## config.mk

```make
export PLATFORM = sky130hd
export DESIGN_NAME = ascon_serial_if
export DESIGN_NICKNAME = d
export VERILOG_FILES = /design/src/rtl/ascon_if_pkg.sv /design/src/rtl/ascon_shift_reg.sv /design/src/rtl/ascon_serial_if.sv
export SDC_FILE = /design/constraint.sdc
export NUM_CORES = 1
export LEC_CHECK = 0
export CORE_ASPECT_RATIO = 0.6
export CORE_MARGIN = 4
export CORE_UTILIZATION = 40
export DETAILED_ROUTE_END_ITERATION = 12
export GPL_TIMING_DRIVEN = 0
export HOLD_SLACK_MARGIN = 0.06
export PLACE_DENSITY_LB_ADDON = 0.05
export SYNTH_ARGS = -nofsm -noshare
export SYNTH_HDL_FRONTEND = slang
export SYNTH_SLANG_ARGS = --single-unit
```

## constraint.sdc

```tcl
create_clock -name clk -period 3.2 [get_ports clk]
set_clock_uncertainty 0.1 [all_clocks]
set_input_delay 0.32 -clock clk [delete_from_list [all_inputs] [get_ports clk]]
set_output_delay 0.32 -clock clk [all_outputs]
set_load 0.05 [all_outputs]
```

## src/rtl/ascon_if_pkg.sv

```systemverilog
// Shared widths and FSM encoding for the ASCON bit-serial GPIO front end.
package ascon_if_pkg;

    localparam int KEY_W       = 128;
    localparam int AD_W        = 40;
    localparam int DATA_W      = 104;
    localparam int NONCE_W     = 128;
    localparam int OUT_DLY_DEF = 2;

    typedef enum logic [2:0] {
        ST_LOAD,
        ST_ARMED,
        ST_RUN,
        ST_DELAY,
        ST_SHIFT,
        ST_DONE
    } state_t;

    function automatic int max4(input int a, input int b, input int c, input int d);
        int m;
        m = a;
        if (b > m) m = b;
        if (c > m) m = c;
        if (d > m) m = d;
        return m;
    endfunction

endpackage

```

## src/rtl/ascon_shift_reg.sv

```systemverilog
// Serial-in/parallel-out register with parallel load and single-bit read port.
module ascon_shift_reg #(
    parameter int W  = 8,
    parameter int SW = 8
) (
    input  logic          clk,
    input  logic          rst_n,
    input  logic          shift_en,
    input  logic          sin,
    input  logic          load_en,
    input  logic [W-1:0]  load_val,
    input  logic [SW-1:0] sel,
    output logic [W-1:0]  q,
    output logic          bit_o
);

    logic [W-1:0] r;
    logic [W-1:0] one_hot;

    always_ff @(posedge clk or negedge rst_n) begin
        if (!rst_n) begin
            r <= '0;
        end else if (load_en) begin
            r <= load_val;
        end else if (shift_en) begin
            r <= {r[W-2:0], sin};
        end
    end

    // An out-of-range select shifts the marker out entirely, so the read returns 0.
    assign one_hot = {{(W-1){1'b0}}, 1'b1} << sel;
    assign bit_o   = |(r & one_hot);
    assign q       = r;

endmodule

```

## src/rtl/ascon_serial_if.sv

```systemverilog
// GPIO-side responder: deserialises operands MSB-first, kicks the ASCON core, streams result/tag LSB-first.
module ascon_serial_if
    import ascon_if_pkg::*;
#(
    parameter int K       = KEY_W,
    parameter int L       = AD_W,
    parameter int Y       = DATA_W,
    parameter int OUT_DLY = OUT_DLY_DEF
) (
    input  logic               clk,
    input  logic               rst_n,
    input  logic               key_si,
    input  logic               nonce_si,
    input  logic               ad_si,
    input  logic               data_si,
    input  logic               start_si,
    input  logic               decrypt_si,
    output logic               data_so,
    output logic               tag_so,
    output logic               ready_so,
    output logic               core_start,
    output logic               core_decrypt,
    output logic [K-1:0]       core_key,
    output logic [NONCE_W-1:0] core_nonce,
    output logic [L-1:0]       core_ad,
    output logic [Y-1:0]       core_din,
    input  logic [Y-1:0]       core_dout,
    input  logic [NONCE_W-1:0] core_tag,
    input  logic               core_done
);

    localparam int MAX = max4(K, Y, L, NONCE_W);
    localparam int CW  = $clog2(MAX + 1);

    state_t        state;
    logic [CW-1:0] cnt;
    logic [CW-1:0] out_sel;
    logic          start_q;
    logic          in_load;
    logic          res_load;
    logic          dout_bit;
    logic          tag_bit;

    logic          unused_key_bit;
    logic          unused_nonce_bit;
    logic          unused_ad_bit;
    logic          unused_din_bit;
    logic [Y-1:0]       unused_dout_q;
    logic [NONCE_W-1:0] unused_tag_q;

    assign in_load  = (state == ST_LOAD);
    assign res_load = (state == ST_RUN) && core_done;

    // The output bit registered at each edge is the one for the slot being entered.
    assign out_sel  = (state == ST_SHIFT) ? cnt + CW'(1) : '0;

    ascon_shift_reg #(.W(K), .SW(CW)) u_key (
        .clk(clk), .rst_n(rst_n),
        .shift_en(in_load && (cnt < CW'(K))), .sin(key_si),
        .load_en(1'b0), .load_val('0), .sel('0),
        .q(core_key), .bit_o(unused_key_bit)
    );

    ascon_shift_reg #(.W(NONCE_W), .SW(CW)) u_nonce (
        .clk(clk), .rst_n(rst_n),
        .shift_en(in_load && (cnt < CW'(NONCE_W))), .sin(nonce_si),
        .load_en(1'b0), .load_val('0), .sel('0),
        .q(core_nonce), .bit_o(unused_nonce_bit)
    );

    ascon_shift_reg #(.W(L), .SW(CW)) u_ad (
        .clk(clk), .rst_n(rst_n),
        .shift_en(in_load && (cnt < CW'(L))), .sin(ad_si),
        .load_en(1'b0), .load_val('0), .sel('0),
        .q(core_ad), .bit_o(unused_ad_bit)
    );

    ascon_shift_reg #(.W(Y), .SW(CW)) u_din (
        .clk(clk), .rst_n(rst_n),
        .shift_en(in_load && (cnt < CW'(Y))), .sin(data_si),
        .load_en(1'b0), .load_val('0), .sel('0),
        .q(core_din), .bit_o(unused_din_bit)
    );

    ascon_shift_reg #(.W(Y), .SW(CW)) u_dout (
        .clk(clk), .rst_n(rst_n),
        .shift_en(1'b0), .sin(1'b0),
        .load_en(res_load), .load_val(core_dout), .sel(out_sel),
        .q(unused_dout_q), .bit_o(dout_bit)
    );

    ascon_shift_reg #(.W(NONCE_W), .SW(CW)) u_tag (
        .clk(clk), .rst_n(rst_n),
        .shift_en(1'b0), .sin(1'b0),
        .load_en(res_load), .load_val(core_tag), .sel(out_sel),
        .q(unused_tag_q), .bit_o(tag_bit)
    );

    always_ff @(posedge clk or negedge rst_n) begin
        if (!rst_n) begin
            state        <= ST_LOAD;
            cnt          <= '0;
            start_q      <= 1'b0;
            core_start   <= 1'b0;
            core_decrypt <= 1'b0;
            ready_so     <= 1'b0;
            data_so      <= 1'b0;
            tag_so       <= 1'b0;
        end else begin
            start_q    <= start_si;
            core_start <= 1'b0;
            case (state)
                ST_LOAD: begin
                    if (cnt == CW'(MAX - 1)) begin
                        state <= ST_ARMED;
                        cnt   <= '0;
                    end else begin
                        cnt <= cnt + CW'(1);
                    end
                end
                ST_ARMED: begin
                    if (start_si && !start_q) begin
                        core_decrypt <= decrypt_si;
                        core_start   <= 1'b1;
                        state        <= ST_RUN;
                    end
                end
                ST_RUN: begin
                    if (core_done) begin
                        ready_so <= 1'b1;
                        state    <= ST_DELAY;
                        cnt      <= '0;
                    end
                end
                ST_DELAY: begin
                    if (cnt == CW'(OUT_DLY - 1)) begin
                        state   <= ST_SHIFT;
                        cnt     <= '0;
                        data_so <= dout_bit;
                        tag_so  <= tag_bit;
                    end else begin
                        cnt <= cnt + CW'(1);
                    end
                end
                ST_SHIFT: begin
                    if (cnt == CW'(MAX - 1)) begin
                        state   <= ST_DONE;
                        data_so <= 1'b0;
                        tag_so  <= 1'b0;
                    end else begin
                        cnt     <= cnt + CW'(1);
                        data_so <= dout_bit;
                        tag_so  <= tag_bit;
                    end
                end
                ST_DONE: begin
                end
                default: state <= ST_LOAD;
            endcase
        end
    end

endmodule

```

Yosys cells after proc, flatten, opt, wreduce, memory -nomap -nowiden
Index checks and enable logic that the tools add are counted.
{"block": "word_totals", "output_inout_bits": 405, "regBits": 649, "in_bits": 241, "word_cells": 72}
{"block": "op_classes", "n_eq_ne": 13, "reduce_logical": 16, "n_shift": 2, "magnitude_cmp": 3, "n_addsub": 1, "mux": 20, "bitwise_logic": 3}
{"op": "$and 128x128->128", "count": 1}
{"op": "$reduce_or 128->1", "count": 1}
{"op": "$shl 1x8->128 const A", "count": 1}
{"op": "$and 104x104->104", "count": 1}
{"op": "$reduce_or 104->1", "count": 1}
{"op": "$shl 1x8->104 const A", "count": 1}
{"op": "$mux 8", "count": 5}
{"op": "$pmux 8 s4", "count": 1}
{"op": "$pmux 3 s6", "count": 1}
{"op": "$mux 3", "count": 5}
{"op": "$add 8x1->8 const B", "count": 1}
{"op": "$eq 8x1->1 const B", "count": 1}
{"op": "$eq 8x7->1 const B", "count": 1}
{"op": "$lt 8x6->1 const B", "count": 1}
{"op": "$lt 8x7->1 const B", "count": 1}
{"op": "$lt 8x8->1 const B", "count": 1}
{"op": "$ne 2x2->1 const B", "count": 4}
{"op": "$eq 3x2->1 const B", "count": 2}
{"op": "$eq 3x3->1 const B", "count": 2}
{"op": "$mux 1", "count": 6}
{"op": "$reduce_and 2->1", "count": 3}
{"op": "$reduce_and 6->1", "count": 1}
{"op": "$logic_and 1x1->1", "count": 5}
{"op": "$ne 2x1->1 const B", "count": 2}
{"op": "8 further kinds", "count": 9}

Longest topological paths before layout
Gate-level depths: netlist (run 1).
{"block": "logic_depth", "ltp_word": 7, "mapped_depth": 15, "ltp_nobuf": 11}

By module
A second synthesis (run 1) with hierarchy kept.
{"block": "unflattened", "hier_cells": 4005, "hier_area_um2": 37559.8}
{"mod": "ascon_shift_reg at u_key ...", "area_per_inst_um2": 7423.4, "seq_area_each_um2": 3203.1, "cells_per_inst": 797, "instances": 3}
{"mod": "ascon_shift_reg at u_din ...", "area_per_inst_um2": 5978.2, "seq_area_each_um2": 2602.5, "cells_per_inst": 632, "instances": 2}
{"mod": "ascon_shift_reg at u_ad", "area_per_inst_um2": 2307.2, "seq_area_each_um2": 1001.0, "cells_per_inst": 235, "instances": 1}
{"mod": "ascon_serial_if", "area_per_inst_um2": 1026.0, "seq_area_each_um2": 425.4, "cells_per_inst": 115, "instances": 1}

Least setup slack after synthesis (run 1)
No wires, ideal clock.
{"block": "synth_timing", "kind": "reg2reg", "start": "reg cnt[1]", "end": "reg data_so", "n_path_buf": 4, "period_less_slack_ns": 2.839, "slack_ns": 0.361, "stages_incl_launch_ff": 15, "setup_time_ns": 0.134, "arrival_ns": 2.605, "t_required_ns": 2.966, "cell_sequence": "dfrtp_1 > buf_2 > inv_1 > ha_1 > buf_2 > nor2b_1 > and2_1 > buf_2 > and3_1 > buf_2 > a22o_1 > a221oi_1 > nand4_1 > a2111oi_2 > a21oi_1"}
{"block": "synth_between", "elab_chain_cells": 7, "elab_cells_between_ends": 12, "classes_between": "add/sub: 1; eq/ne: 3; shift: 1; mux: 4; bitwise: 1; reduce/logical: 2"}
{"element": "start: declaration", "line_no": "ascon_serial_if.sv:36", "source": "logic [CW-1:0] cnt;"}
{"element": "start signal: assignment", "line_no": "ascon_serial_if.sv:118", "source": "cnt <= cnt + CW'(1);"}
{"element": "start signal: assignment", "line_no": "ascon_serial_if.sv:142", "source": "cnt <= cnt + CW'(1);"}
{"element": "start signal: assignment", "line_no": "ascon_serial_if.sv:151", "source": "cnt <= cnt + CW'(1);"}
{"element": "$add 8x1->8", "line_no": "ascon_serial_if.sv:55", "source": "assign out_sel = (state == ST_SHIFT) ? cnt + CW'(1) : '0;"}
{"element": "$mux 8", "line_no": "ascon_serial_if.sv:55"}
{"element": "$shl 1x8->104", "line_no": "ascon_shift_reg.sv:31", "source": "assign one_hot = {{(W-1){1'b0}}, 1'b1} << sel;"}
{"element": "$and 104x104->104", "line_no": "ascon_shift_reg.sv:32", "source": "assign bit_o = |(r & one_hot);"}
{"element": "$reduce_or 104->1", "line_no": "ascon_shift_reg.sv:32"}
{"element": "$mux 1, on equally long branches", "line_no": "ascon_serial_if.sv:146, ascon_serial_if.sv:136"}
{"element": "$pmux 1 s2", "line_no": "ascon_serial_if.sv:112", "source": "case (state)"}
{"element": "end signal: assignment", "line_no": "ascon_serial_if.sv:139", "source": "data_so <= dout_bit;"}
{"element": "end signal: assignment", "line_no": "ascon_serial_if.sv:152", "source": "data_so <= dout_bit;"}
{"element": "end: declaration", "line_no": "ascon_serial_if.sv:18", "source": "output logic data_so,"}
Several ways; a longest one is shown, not always the timed one. The select of a mux whose other input is x is not followed.
A chain may end at the register's enable or synchronous reset.

Worst setup path after layout (run 1)
{"block": "layout_timing", "start": "reg state[0]", "end": "reg data_so"}
{"block": "layout_between", "elab_chain_cells": 7, "elab_cells_between_ends": 12, "classes_between": "eq/ne: 3; shift: 1; mux: 4; bitwise: 1; reduce/logical: 3"}
{"element": "start: declaration", "line_no": "ascon_serial_if.sv:35", "source": "state_t state;"}
{"element": "start signal: assignment", "line_no": "ascon_serial_if.sv:101", "source": "state <= ST_LOAD;"}
{"element": "start signal: assignment", "line_no": "ascon_serial_if.sv:115", "source": "state <= ST_ARMED;"}
{"element": "start signal: assignment", "line_no": "ascon_serial_if.sv:125", "source": "state <= ST_RUN;"}
{"element": "$eq 3x3->1", "line_no": "ascon_serial_if.sv:55, ascon_serial_if.sv:112"}
{"element": "$mux 8", "line_no": "ascon_serial_if.sv:55"}
{"element": "$shl 1x8->104", "line_no": "ascon_shift_reg.sv:31"}
{"element": "$and 104x104->104", "line_no": "ascon_shift_reg.sv:32"}
{"element": "$reduce_or 104->1", "line_no": "ascon_shift_reg.sv:32"}
{"element": "$mux 1, on equally long branches", "line_no": "ascon_serial_if.sv:146, ascon_serial_if.sv:136"}
{"element": "$pmux 1 s2", "line_no": "ascon_serial_if.sv:112"}
Several ways; a longest one is shown, not always the timed one. The select of a mux whose other input is x is not followed.

==> results of run 1 <==
[power groups by stage]
| stage | sequential, mW | combinational, mW | clock [mW] |
|---|---|---|---|
| 2_1_floorplan | 13.5 | 6.61 | 0 |
| 3_3_place_gp | 11.8 | 12.1 | 0 |
| 3_5_place_dp | 11.8 | 12.4 | 0 |
| 4_1_cts | 11.7 | 12.6 | 7.55 |
| 5_1_grt | 12.0 | 13.4 | 7.89 |
| 6_report | 11.8 | 12.6 | 7.34 |
[registers in the layout, summed over array words and instances (netlist names), 3 cells and up]
register,count
cnt,8
state,3
u_ad.q,40
u_din.q,104
u_dout.q,104
u_key.q,128
u_nonce.q,128
u_tag.q,128
[cell type report]
class	instances	area, um2	share of cell area, %
Antenna cell	6	15.0	0.0406
Buffer	109	599	1.62
Clock buffer	95	1800	4.86
Clock inverter	15	186	0.504
Inverter	8	30.0	0.0812
Multi-Input combinational cell	1023	10100	27.3
Sequential cell	649	16200	43.9
Tap cell	888	1110	3.00
Timing Repair Buffer	679	6920	18.7
[final timing paths]
check,to,slack (ps),depth (start not counted)
max,data_so,-130,11
min,core_decrypt,140,3
max reg2reg,data_so,-130,11
min reg2reg,ready_so,380,1
max in group asynchronous,u_key.q[52],730,5
min in group asynchronous,u_tag.q[22],170,2
[metal layers]
metal / wire length, um / vias to the layer above
li1: - / 8043
met1: 36100 / 9421
met2: 40400 / 753
met3: 9840 / 170
met4: 2970 / 14
met5: 80 / -
[critical path: stages, from the launching register on]
cell	delay, ps
sky130_fd_sc_hd__dfrtp_1	360
sky130_fd_sc_hd__buf_4	180
sky130_fd_sc_hd__or3b_1	350
sky130_fd_sc_hd__buf_2	230
sky130_fd_sc_hd__nor3_4	340
sky130_fd_sc_hd__buf_4	310
sky130_fd_sc_hd__a22oi_1	130
sky130_fd_sc_hd__o21ai_1	400
sky130_fd_sc_hd__a221oi_1	170
sky130_fd_sc_hd__a41oi_2	430
sky130_fd_sc_hd__a2111oi_4	80
sky130_fd_sc_hd__a21oi_2	150
[cells in the mapped netlist (5+ instances only)]
cell,number
sky130_fd_sc_hd__and3_1,6
sky130_fd_sc_hd__dfrtp_1,649
sky130_fd_sc_hd__nor2_1,34
sky130_fd_sc_hd__buf_6,5
sky130_fd_sc_hd__nand4_1,8
sky130_fd_sc_hd__a32o_1,9
sky130_fd_sc_hd__nand2b_1,6
sky130_fd_sc_hd__a22o_1,9
sky130_fd_sc_hd__nor3_2,6
sky130_fd_sc_hd__mux2_2,636
sky130_fd_sc_hd__clkbuf_1,61
sky130_fd_sc_hd__nand3_1,22
sky130_fd_sc_hd__o31ai_1,6
sky130_fd_sc_hd__buf_4,9
sky130_fd_sc_hd__a221oi_1,12
sky130_fd_sc_hd__a22oi_1,43
sky130_fd_sc_hd__nor3_1,7
sky130_fd_sc_hd__buf_2,34
sky130_fd_sc_hd__mux2i_1,5
sky130_fd_sc_hd__o22ai_1,8
sky130_fd_sc_hd__a21oi_1,14
sky130_fd_sc_hd__or3_1,6
sky130_fd_sc_hd__a32oi_1,10
sky130_fd_sc_hd__a31oi_1,10
sky130_fd_sc_hd__nand2_1,58
sky130_fd_sc_hd__inv_1,8
sky130_fd_sc_hd__o21ai_0,17
[stage by stage]
step	cell area, um2	setup TNS (ps)
global route	37000	-309
finish	37000	-164
detailed placement	34300	-26050
floorplan	26600	0
global placement	34100	-
CTS	36900	-161
[kinds of logic after synthesis]
logic type / share of synthesized area [%]
buf+inv: 2.11
mux: 27.2
fa+ha+maj: 0.0942
simple gates: 3.95
compound gates: 5.34
xor+xnor: 0.160
flops: 61.1
[timing repair]
action | CTS | global route
gates cloned | 0 | 0
endpoints found under the hold margin | 81 | 0
setup buffers | 24 | 2
pin swaps | 14 | 4
hold buffers | 2 | 0
resized for setup | 69 | 25
endpoints found under the setup margin | 203 | 172
==> parameters.txt, run 1 <==
Parameter                              Value

Global route
  Largest net degree at the start of global routing    124
  Grt peak-use layer    met2
  Number of antenna violations at the first check in global routing    16
  Global Route met1 Usage    31.9%
  Global routing met3 resource utilization    10.5%
  First-pass GRT wire length    131,000 um
  Vias in the first global route    a little under 20,000
  Remaining global-route overflow    0
  Met2 track utilization from global routing    between 30% and 40%
  Overall track demand over capacity in global routing    24.8%

Floorplanning
  Area of the die    70,700 um2
  Vertical die dimension    a little over 200 um
  Die width    341 um
  Total number of placement rows    just over 70
  Initial Utilization    40.8%
  Count of pins on the block boundary    646
  Standard cell core area    between 60,000 and 70,000 um2

Timing
  Number of failing hold endpoints at the final stage    0
  Peak clock frequency supported by timing    300 MHz
  Worst hold slack after final layout    138 ps
  Worst-case headroom to the max-slew limit    25.7%
  Pin slew with the least headroom to its limit    1110 ps
  Tmin final    3330 ps
  Fin. max-slew vios    0
  Share of the cycle needed by the critical path after routing    104%
  Setup repair after global routing missed its margin    yes
  Number of setup violations in the final report    2
  Final worst setup slack    -135 ps

Routing
  Total iterations of the first detailed-routing run    5
  Routed wire per std cell    25.7 um
  Violation count after the first detailed-routing iteration    1,182
  Post-detailed-route count of antenna-violating nets    0
  Avg Vias per Cell    between 5 and 6
  Total DRC errors in the routed layout    0
  Drt total wl    approximately 90,000 um
  Via count    18,401

Layout
  # nets final    between 2,000 and 3,000
  Post-route insts no fill    3,472
  Final core occ    56.8%
  Count of fill cells added during filler insertion    approximately 5,300
  Proportion of layout cells with a drive suffix above 1    between 30% and 40%
  Commonest cells after routing, fill and taps aside    649 x sky130_fd_sc_hd__dfrtp_1, 644 x sky130_fd_sc_hd__clkdlybuf4s50_1, 636 x sky130_fd_sc_hd__mux2_2
  Signed area change from the synthesized netlist to the final layout    39.2%
  Most common library cell in the layout ignoring fill and taps    sky130_fd_sc_hd__dfrtp_1

Yosys
  Top area cells in the synthesized netlist    sky130_fd_sc_hd__dfrtp_1 61%, sky130_fd_sc_hd__mux2_2 27%, sky130_fd_sc_hd__a22oi_1 1.2%
  Number of cells produced by synthesis    between 1,500 and 2,000
  Number of nets produced by synthesis    2,034
  Post-Synthesis Cell Area    26,600 um2
  Number of distinct standard cells referenced by the synthesized netlist    between 80 and 90
  Library cell with the largest summed area after synthesis    sky130_fd_sc_hd__dfrtp_1
  EDFF count, synth    0
  Main synth FF type    sky130_fd_sc_hd__dfrtp_1
  Post-synthesis sequential element count    649
  Share of Yosys cell area claimed by the top area cell type    approximately 60%
  Number of warning messages in the yosys log    0
  Share of the yosys chip area belonging to registers    61.1%
  Post-synth ARST share    100%
  Synthesized area per cell    14.8 um2

Run status
  Violations in the final reports    setup timing
  Status    complete, but fails checks

Pwr
  Power per standard cell area    858 nW/um2
  Cell Int Power    20.1 mW
  Max rail drop VDD    between 0.7 and 0.8 mV
  Sw power    approximately 12 mW
  Total chip power    31.7 mW
  Comb power frac    between 30% and 40%
  Flop pwr share    37.0%
  Share of power burned in the clock network    23.1%
  Switching share of total power    36.5%
  Leakage power    approximately 16 nW

Flow run
  Count of maximum capacitance violations    0

Setup path
  Crit path DAT    3790 ps
  Critical path origin    state[0]
  Category of the critical setup timing path    flop to flop
  Reg-to-reg critical path startpoint    state[0]
  Type of element launching the critical path    flop
  Critical path required time    3660 ps
  Crit path max fanout    10
  CP endpoint kind    flop

Clock tree
  Clock slew seen by the registers of the worst setup and hold paths    60 ps
  CTS root buf    sky130_fd_sc_hd__clkbuf_16
  Clock tree from TritonCTS    built
  CTS H-tree lvls    2
  Bufs on Longest Clock Path    3
  # clock sinks    649
  Inserted Clock Buffers    61
  Source-to-sink clock delay at the later pin of the worst-skew pair    640 ps

Placement
  PortBufs    645
  Post-Place Worst Slack    -929 ps
  Half-perimeter wire length after placement    67,600 um
  Instance count after placement with tap cells included    approximately 3,300
  Routability Congestion    about 0.92

Worst hold path
  Worst hold path class    primary input to flop
  Source of the worst hold timing path    decrypt_si
Note: power is estimated with default switching activity, not from simulation.
==> run 2: changes to the inputs <==
--- a/config.mk
+++ b/config.mk
@@ -6,7 +6,7 @@
 export NUM_CORES = 1
 export LEC_CHECK = 0
 export CORE_ASPECT_RATIO = 0.6
-export CORE_MARGIN = 4
+export CORE_MARGIN = 2
 export CORE_UTILIZATION = 40
 export DETAILED_ROUTE_END_ITERATION = 12
 export GPL_TIMING_DRIVEN = 0
==> parameters.txt, run 2 (synthesis results as in run 1) <==
Parameter                              Value

Layout
  Commonest cells after routing, fill and taps aside    647 x sky130_fd_sc_hd__dfrtp_1, 644 x sky130_fd_sc_hd__clkdlybuf4s50_1, 636 x sky130_fd_sc_hd__mux2_2
  Proportion of layout cells with a drive suffix above 1    35.7% (+1.4 points)
  Final core occ    56.8% (about the same)
  Most common library cell in the layout ignoring fill and taps    sky130_fd_sc_hd__dfrtp_1
  # nets final    2,791 (+0.61%)
  Post-route cell area    37,500 um2 (+1.3%)
  Post-route insts no fill    3,508 (+1.0%)
  Signed area change from the synthesized netlist to the final layout    41.0%
  Count of fill cells added during filler insertion    5,358 (+1.5%)

Setup path
  Type of element launching the critical path    flop
  Worst R2R Setup Slack    -70 ps (+60 ps)
  Critical path required time    3660 ps (about the same)
  Crit path DAT    3740 ps (-50 ps)
  Crit path max fanout    7 (-3)
  Last element of the critical path    data_so
  Category of the critical setup timing path    flop to flop
  Capture instance of the worst register-to-register path    data_so
  Critical path origin    cnt[0]
  Worst r2r path cells    10 (-1)
  Reg-to-reg critical path startpoint    cnt[0]
  CP endpoint kind    flop

Pwr
  Leakage power    16.3 nW (+1.2%)
  Share of power burned in the clock network    23.8% (+0.7 points)
  Comb power frac    39.9% (about the same)
  Switching share of total power    36.6% (about the same)
  Cell Int Power    20.6 mW (+2.2%)
  Flop pwr share    36.3% (-0.7 points)
  Power per standard cell area    866 nW/um2 (+0.93%)
  Total chip power    32.5 mW (+2.3%)
  Sw power    11.9 mW (+2.3%)
  Max rail drop VDD    0.735 mV (+0.42%)

Placement
  Half-perimeter wire length after placement    66,300 um (-1.9%)
  Routability Congestion    0.941 (+2.3%)
  Placement-stage cell area    34,400 um2 (+0.15%)
  Instance count after placement with tap cells included    3,344 (+0.42%)
  PortBufs    645 (unchanged)
  Post-Place Worst Slack    -971 ps (-42.2 ps)

Global route
  First-pass GRT wire length    129,000 um (-1.5%)
  Overall track demand over capacity in global routing    25.6% (+0.78 points)
  Number of antenna violations at the first check in global routing    16 (unchanged)
  Remaining global-route overflow    0 (unchanged)
  Vias in the first global route    18,952 (-2.1%)
  Largest net degree at the start of global routing    123 (-0.81%)

Routing
  Routed wire per std cell    25.4 um (-1.3%)
  Via count    18,529 (+0.70%)
  Total iterations of the first detailed-routing run    5 (unchanged)
  Drt total wl    89,200 um (-0.23%)
  Avg Vias per Cell    5.28 (-0.34%)
  Total DRC errors in the routed layout    0 (unchanged)
  Violation count after the first detailed-routing iteration    1,365 (+15%)
  Post-detailed-route count of antenna-violating nets    0 (unchanged)

Clock tree
  CTS root buf    sky130_fd_sc_hd__clkbuf_16
  Inserted Clock Buffers    61 (unchanged)
  # clock sinks    649 (unchanged)
  CTS H-tree lvls    2 (unchanged)
  Bufs on Longest Clock Path    3 (unchanged)
  Source-to-sink clock delay at the later pin of the worst-skew pair    640 ps (about the same)
  Clock tree from TritonCTS    built
  Clock slew seen by the registers of the worst setup and hold paths    70 ps (about the same)

Floorplanning
  Standard cell core area    65,900 um2 (+1.2%)
  Vertical die dimension    204 um (-1.9%)
  Area of the die    68,600 um2 (-3.1%)
  Die width    337 um (-1.2%)
  Total number of placement rows    73 (+1.4%)
  Initial Utilization    40.3% (-0.50 points)
  Count of pins on the block boundary    646 (unchanged)

Timing
  Final TNS setup    -73.4 ps (+90.3 ps)
  Worst hold slack after final layout    152 ps (+13.5 ps)
  Pin slew with the least headroom to its limit    889 ps (-224 ps)
  Final worst setup slack    -73.4 ps (+61.5 ps)
  Worst-case headroom to the max-slew limit    40.7% (+15 points)
  Tmin final    3270 ps (-61.5 ps)
  Share of the cycle needed by the critical path after routing    102% (-1.9 points)
  Number of setup violations in the final report    1 (-1)
  Fin. max-slew vios    0 (unchanged)
  Number of failing hold endpoints at the final stage    0 (unchanged)
  Peak clock frequency supported by timing    305 MHz (+1.9%)
  Setup repair after global routing missed its margin    yes

Run status
  Violations in the final reports    setup timing
  Status    complete, but fails checks

Flow run
  Count of maximum capacitance violations    0 (unchanged)

Worst hold path
  Worst hold path class    primary input to flop
[run 2: changes by cell type in the layout (fill, tap and decap cells not counted), sizes merged]
cell | previous run | this run
bufinv | 4 | 7
diode | 6 | 11
clkinvlp | 0 | 3
clkbuf | 155 | 149
buf | 82 | 97
dlygate4sd3 | 2 | 4
clkinv | 10 | 12
[run 2: how the worst min path moves through the flow]
stage,endpoint,slack [ps],startpoint,depth (start not counted)
3_5_place_dp,u_tag.q[54],150,rst_n,1
4_1_cts,core_decrypt,90,decrypt_si,3
6_report,core_decrypt,150,decrypt_si,3
3_3_place_gp,core_decrypt,360,core_decrypt,2
2_1_floorplan,cnt[0],-80,rst_n,0
5_1_grt,core_decrypt,110,decrypt_si,3
[run 2: critical path, cell delays in order (launching register included)]
cell and delay (ps):
sky130_fd_sc_hd__dfrtp_2 450, sky130_fd_sc_hd__ha_2 230, sky130_fd_sc_hd__nand2_1 240, sky130_fd_sc_hd__o31ai_4 580, sky130_fd_sc_hd__nand2_2 280, sky130_fd_sc_hd__nor2_4 380, sky130_fd_sc_hd__a221oi_2 140, sky130_fd_sc_hd__nand3_1 270
sky130_fd_sc_hd__o21ai_0 120, sky130_fd_sc_hd__and4_1 220, sky130_fd_sc_hd__a21oi_1 160
[run 2: power groups by stage]
stage	Combinational (mW)	Clock, mW	Sequential (mW)
after detailed placement	12.4	0	11.9
after global placement	12.1	0	11.8
after CTS	12.7	7.91	11.7
after floorplan	6.61	0	13.5
after global routing	13.6	8.28	12.0
final	12.9	7.73	11.8
[run 2: cell type report]
class                      count  area, um2  area share (%)
inverter                       8       30.0          0.0802
clock inverter                23        305           0.815
multi-input combinational   1023      10200            27.2
sequential                   649      16200            43.4
antenna                       11       27.5          0.0735
timing repair buffer         697       7080            18.9
tap                          900       1130            3.01
buffer                       108        637            1.70
clock buffer                  89       1800            4.82
[run 2: layer usage]
| layer | GRT usage [%] | part of all wire [%] |
|---|---|---|
| met2 | 39.1 | 46 |
| met3 | 8.45 | 9.7 |
| met4 | 6.94 | 2.4 |
| met5 | 0 | 0.064 |
| met1 | 35.0 | 42 |
[run 2: repair_timing]
action,in CTS,in global routing
hold buffers,4,0
resized for setup,75,64
gates cloned,0,3
endpoints found under the setup margin,236,200
hold endpoints to repair,225,0
pin swaps,16,17
setup buffers,32,5
==> run 3: changes to the inputs <==
--- a/config.mk
+++ b/config.mk
@@ -14,4 +14,5 @@
 export PLACE_DENSITY_LB_ADDON = 0.05
 export SYNTH_ARGS = -nofsm -noshare
 export SYNTH_HDL_FRONTEND = slang
+export SYNTH_HIERARCHICAL = 1
 export SYNTH_SLANG_ARGS = --single-unit
==> constraint.sdc (replaced) <==
create_clock -name clk -period 2.7 [get_ports clk]
set_clock_uncertainty 0.1 [all_clocks]
set_input_delay 0.27 -clock clk [delete_from_list [all_inputs] [get_ports clk]]
set_output_delay 0.27 -clock clk [all_outputs]
set_load 0.05 [all_outputs]
==> parameters.txt, run 3 <==
Parameter                              Value

Run status
  Status    complete, but fails checks
  Violations in the final reports    setup timing

Floorplanning
  Vertical die dimension    225 um (+10%)
  Standard cell core area    79,900 um2 (+21%)
  Initial Utilization    40.6% (+0.34 points)
  Total number of placement rows    80 (+9.6%)
  Area of the die    83,500 um2 (+22%)
  Count of pins on the block boundary    646 (unchanged)
  Die width    372 um (+10%)

Global route
  Largest net degree at the start of global routing    116 (-5.7%)
  Vias in the first global route    28,134 (+48%)
  Number of antenna violations at the first check in global routing    12 (-4)
  Overall track demand over capacity in global routing    27.4% (+1.8 points)
  First-pass GRT wire length    175,000 um (+36%)
  Remaining global-route overflow    0 (unchanged)

Setup path
  Reg-to-reg critical path startpoint    cnt[1]
  Worst r2r path cells    12 (+2)
  CP endpoint kind    flop
  Crit path DAT    3790 ps (+50 ps)
  Type of element launching the critical path    flop
  Crit path max fanout    10 (+3)
  Capture instance of the worst register-to-register path    tag_so
  Critical path required time    3140 ps (-520 ps)
  Category of the critical setup timing path    flop to flop
  Cell at the slowest stage of the critical path    sky130_fd_sc_hd__dfrtp_2
  Crit path cell chain    nand4_1 -> or2_4 -> xor2_2 -> nor2_4 -> buf_8 -> buf_4 -> a2111oi_1 -> a311oi_2 -> o2111ai_4 -> a2111oi_4 -> a31oi_4 -> a32o_1
  Worst R2R Setup Slack    -640 ps (-570 ps)
  Maximum cell stage delay along the critical path    440 ps (-140 ps)

Timing
  Final worst setup slack    -642 ps (-568 ps)
  Tmin final    3340 ps (+68.5 ps)
  Pin slew with the least headroom to its limit    839 ps (-49.2 ps)
  Worst-case headroom to the max-slew limit    43.9% (+3.2 points)
  Fin. max-slew vios    0 (unchanged)
  Number of failing hold endpoints at the final stage    0 (unchanged)
  Number of setup violations in the final report    2 (+1)
  Peak clock frequency supported by timing    299 MHz (-2.0%)
  Worst hold slack after final layout    95.4 ps (-56.5 ps)
  Share of the cycle needed by the critical path after routing    124% (+21 points)
  Setup repair after global routing missed its margin    yes

Routing
  Total iterations of the first detailed-routing run    8 (+3)
  Drt total wl    116,000 um (+30%)
  Routed wire per std cell    20.5 um (-19%)
  Via count    28,537 (+54%)
  Violation count after the first detailed-routing iteration    2,534 (+86%)
  Total DRC errors in the routed layout    0 (unchanged)
  Avg Vias per Cell    5.05 (-4.4%)
  Post-detailed-route count of antenna-violating nets    0 (unchanged)

Clock tree
  Inserted Clock Buffers    68 (+11%)
  Bufs on Longest Clock Path    3 (unchanged)
  Clock slew seen by the registers of the worst setup and hold paths    60 ps (about the same)
  CTS root buf    sky130_fd_sc_hd__clkbuf_16
  CTS H-tree lvls    3 (+1)
  # clock sinks    649 (unchanged)
  Source-to-sink clock delay at the later pin of the worst-skew pair    650 ps (about the same)
  Clock tree from TritonCTS    built

Yosys
  Number of cells produced by synthesis    3,277 (+83%)
  Post-Synthesis Cell Area    32,500 um2 (+22%)
  Synthesized area per cell    9.90 um2 (-33%)
  Number of warning messages in the yosys log    6 (+6)

Layout
  Count of fill cells added during filler insertion    7,080 (+32%)
  # nets final    4,773 (+71%)
  Commonest cells after routing, fill and taps aside    670 x sky130_fd_sc_hd__nand2_1, 659 x sky130_fd_sc_hd__o21ai_0, 647 x sky130_fd_sc_hd__mux2i_1
  Post-route cell area    46,100 um2 (+23%)
  Signed area change from the synthesized netlist to the final layout    41.9%
  Most common library cell in the layout ignoring fill and taps    sky130_fd_sc_hd__nand2_1
  Proportion of layout cells with a drive suffix above 1    8.38% (-27 points)

Placement
  PortBufs    645 (unchanged)
  Half-perimeter wire length after placement    84,900 um (+28%)
  Routability Congestion    1.01 (+7.2%)
  Placement-stage cell area    42,000 um2 (+22%)

Pwr
  Leakage power    18.6 nW (+14%)
  Max rail drop VDD    0.461 mV (-37%)
  Power per standard cell area    580 nW/um2 (-33%)

Flow run
  Count of maximum capacitance violations    0 (unchanged)

Worst hold path
  Worst hold path class    primary input to async pin
## run 3: how the worst max path moves through the flow
stage                  start      end  depth (start not counted)
floorplan           state[0]   tag_so                         12
CTS                 state[0]   tag_so                         11
global route          cnt[1]  data_so                         14
finish                cnt[1]   tag_so                         12
global placement       rst_n   cnt[0]                          1
detailed placement  state[0]   tag_so                         13
## run 3: metal layers
metal	share of wire (%)	track usage [%]	vias up
met1	46	39.7	13772
li1	-	-	13701
met5	0.067	0	-
met2	43	39.2	897
met3	8.6	8.82	155
met4	2.4	7.19	12
## run 3: stage by stage
step                util (%)  total power [mW]  worst slack (ps)  TNS [ps]  cells
finish                  57.7              26.7              -642     -1270   5651
global route            57.7              27.9              -698     -1390   5650
CTS                     57.4              26.8              -619     -1430   5641
detailed placement      52.6              17.0             -1460   -220630   5408
global placement        52.4              17.0            -32030         -   5402
floorplan                  -              14.6              -272      -503   3691
## run 3: critical path, delay by kind of cell (launching register included)
kind	cells	cell delay (ps)
AO/OA/AOI/OAI	6	1470
AND/OR/NAND/NOR	3	660
XOR/XNOR	1	160
flip-flops	1	440
buffers and inverters	2	390
## run 3: final cells by class
cell class | count | area (um2) | share of cell area, %
timing repair buffer | 775 | 7790 | 16.9
inverter | 18 | 71.3 | 0.155
clock inverter | 20 | 190 | 0.413
clock buffer | 101 | 2010 | 4.36
antenna | 4 | 10.0 | 0.0217
buffer | 255 | 1410 | 3.07
tap | 1066 | 1330 | 2.90
sequential | 649 | 16200 | 35.3
multi-input combinational | 2763 | 17000 | 36.9
## run 3: where the power goes
| part | leakage [nW] | total, mW | internal (mW) | switching, mW |
|---|---|---|---|---|
| logic | 9.29 | 5.53 | 2.02 | 3.51 |
| clock network | 1.07 | 9.58 | 5.37 | 4.21 |
| registers | 8.21 | 11.6 | 10.6 | 0.941 |
## run 3: what timing repair did
| item | CTS | global route |
|---|---|---|
| buffers inserted | 44 | 7 |
| gates resized for setup | 172 | 78 |
| hold buffers | 72 | 0 |
| pin swaps | 27 | 16 |
| setup endpoints to repair | 488 | 449 |
| gates cloned | 1 | 0 |
| hold endpoints to repair | 400 | 0 |
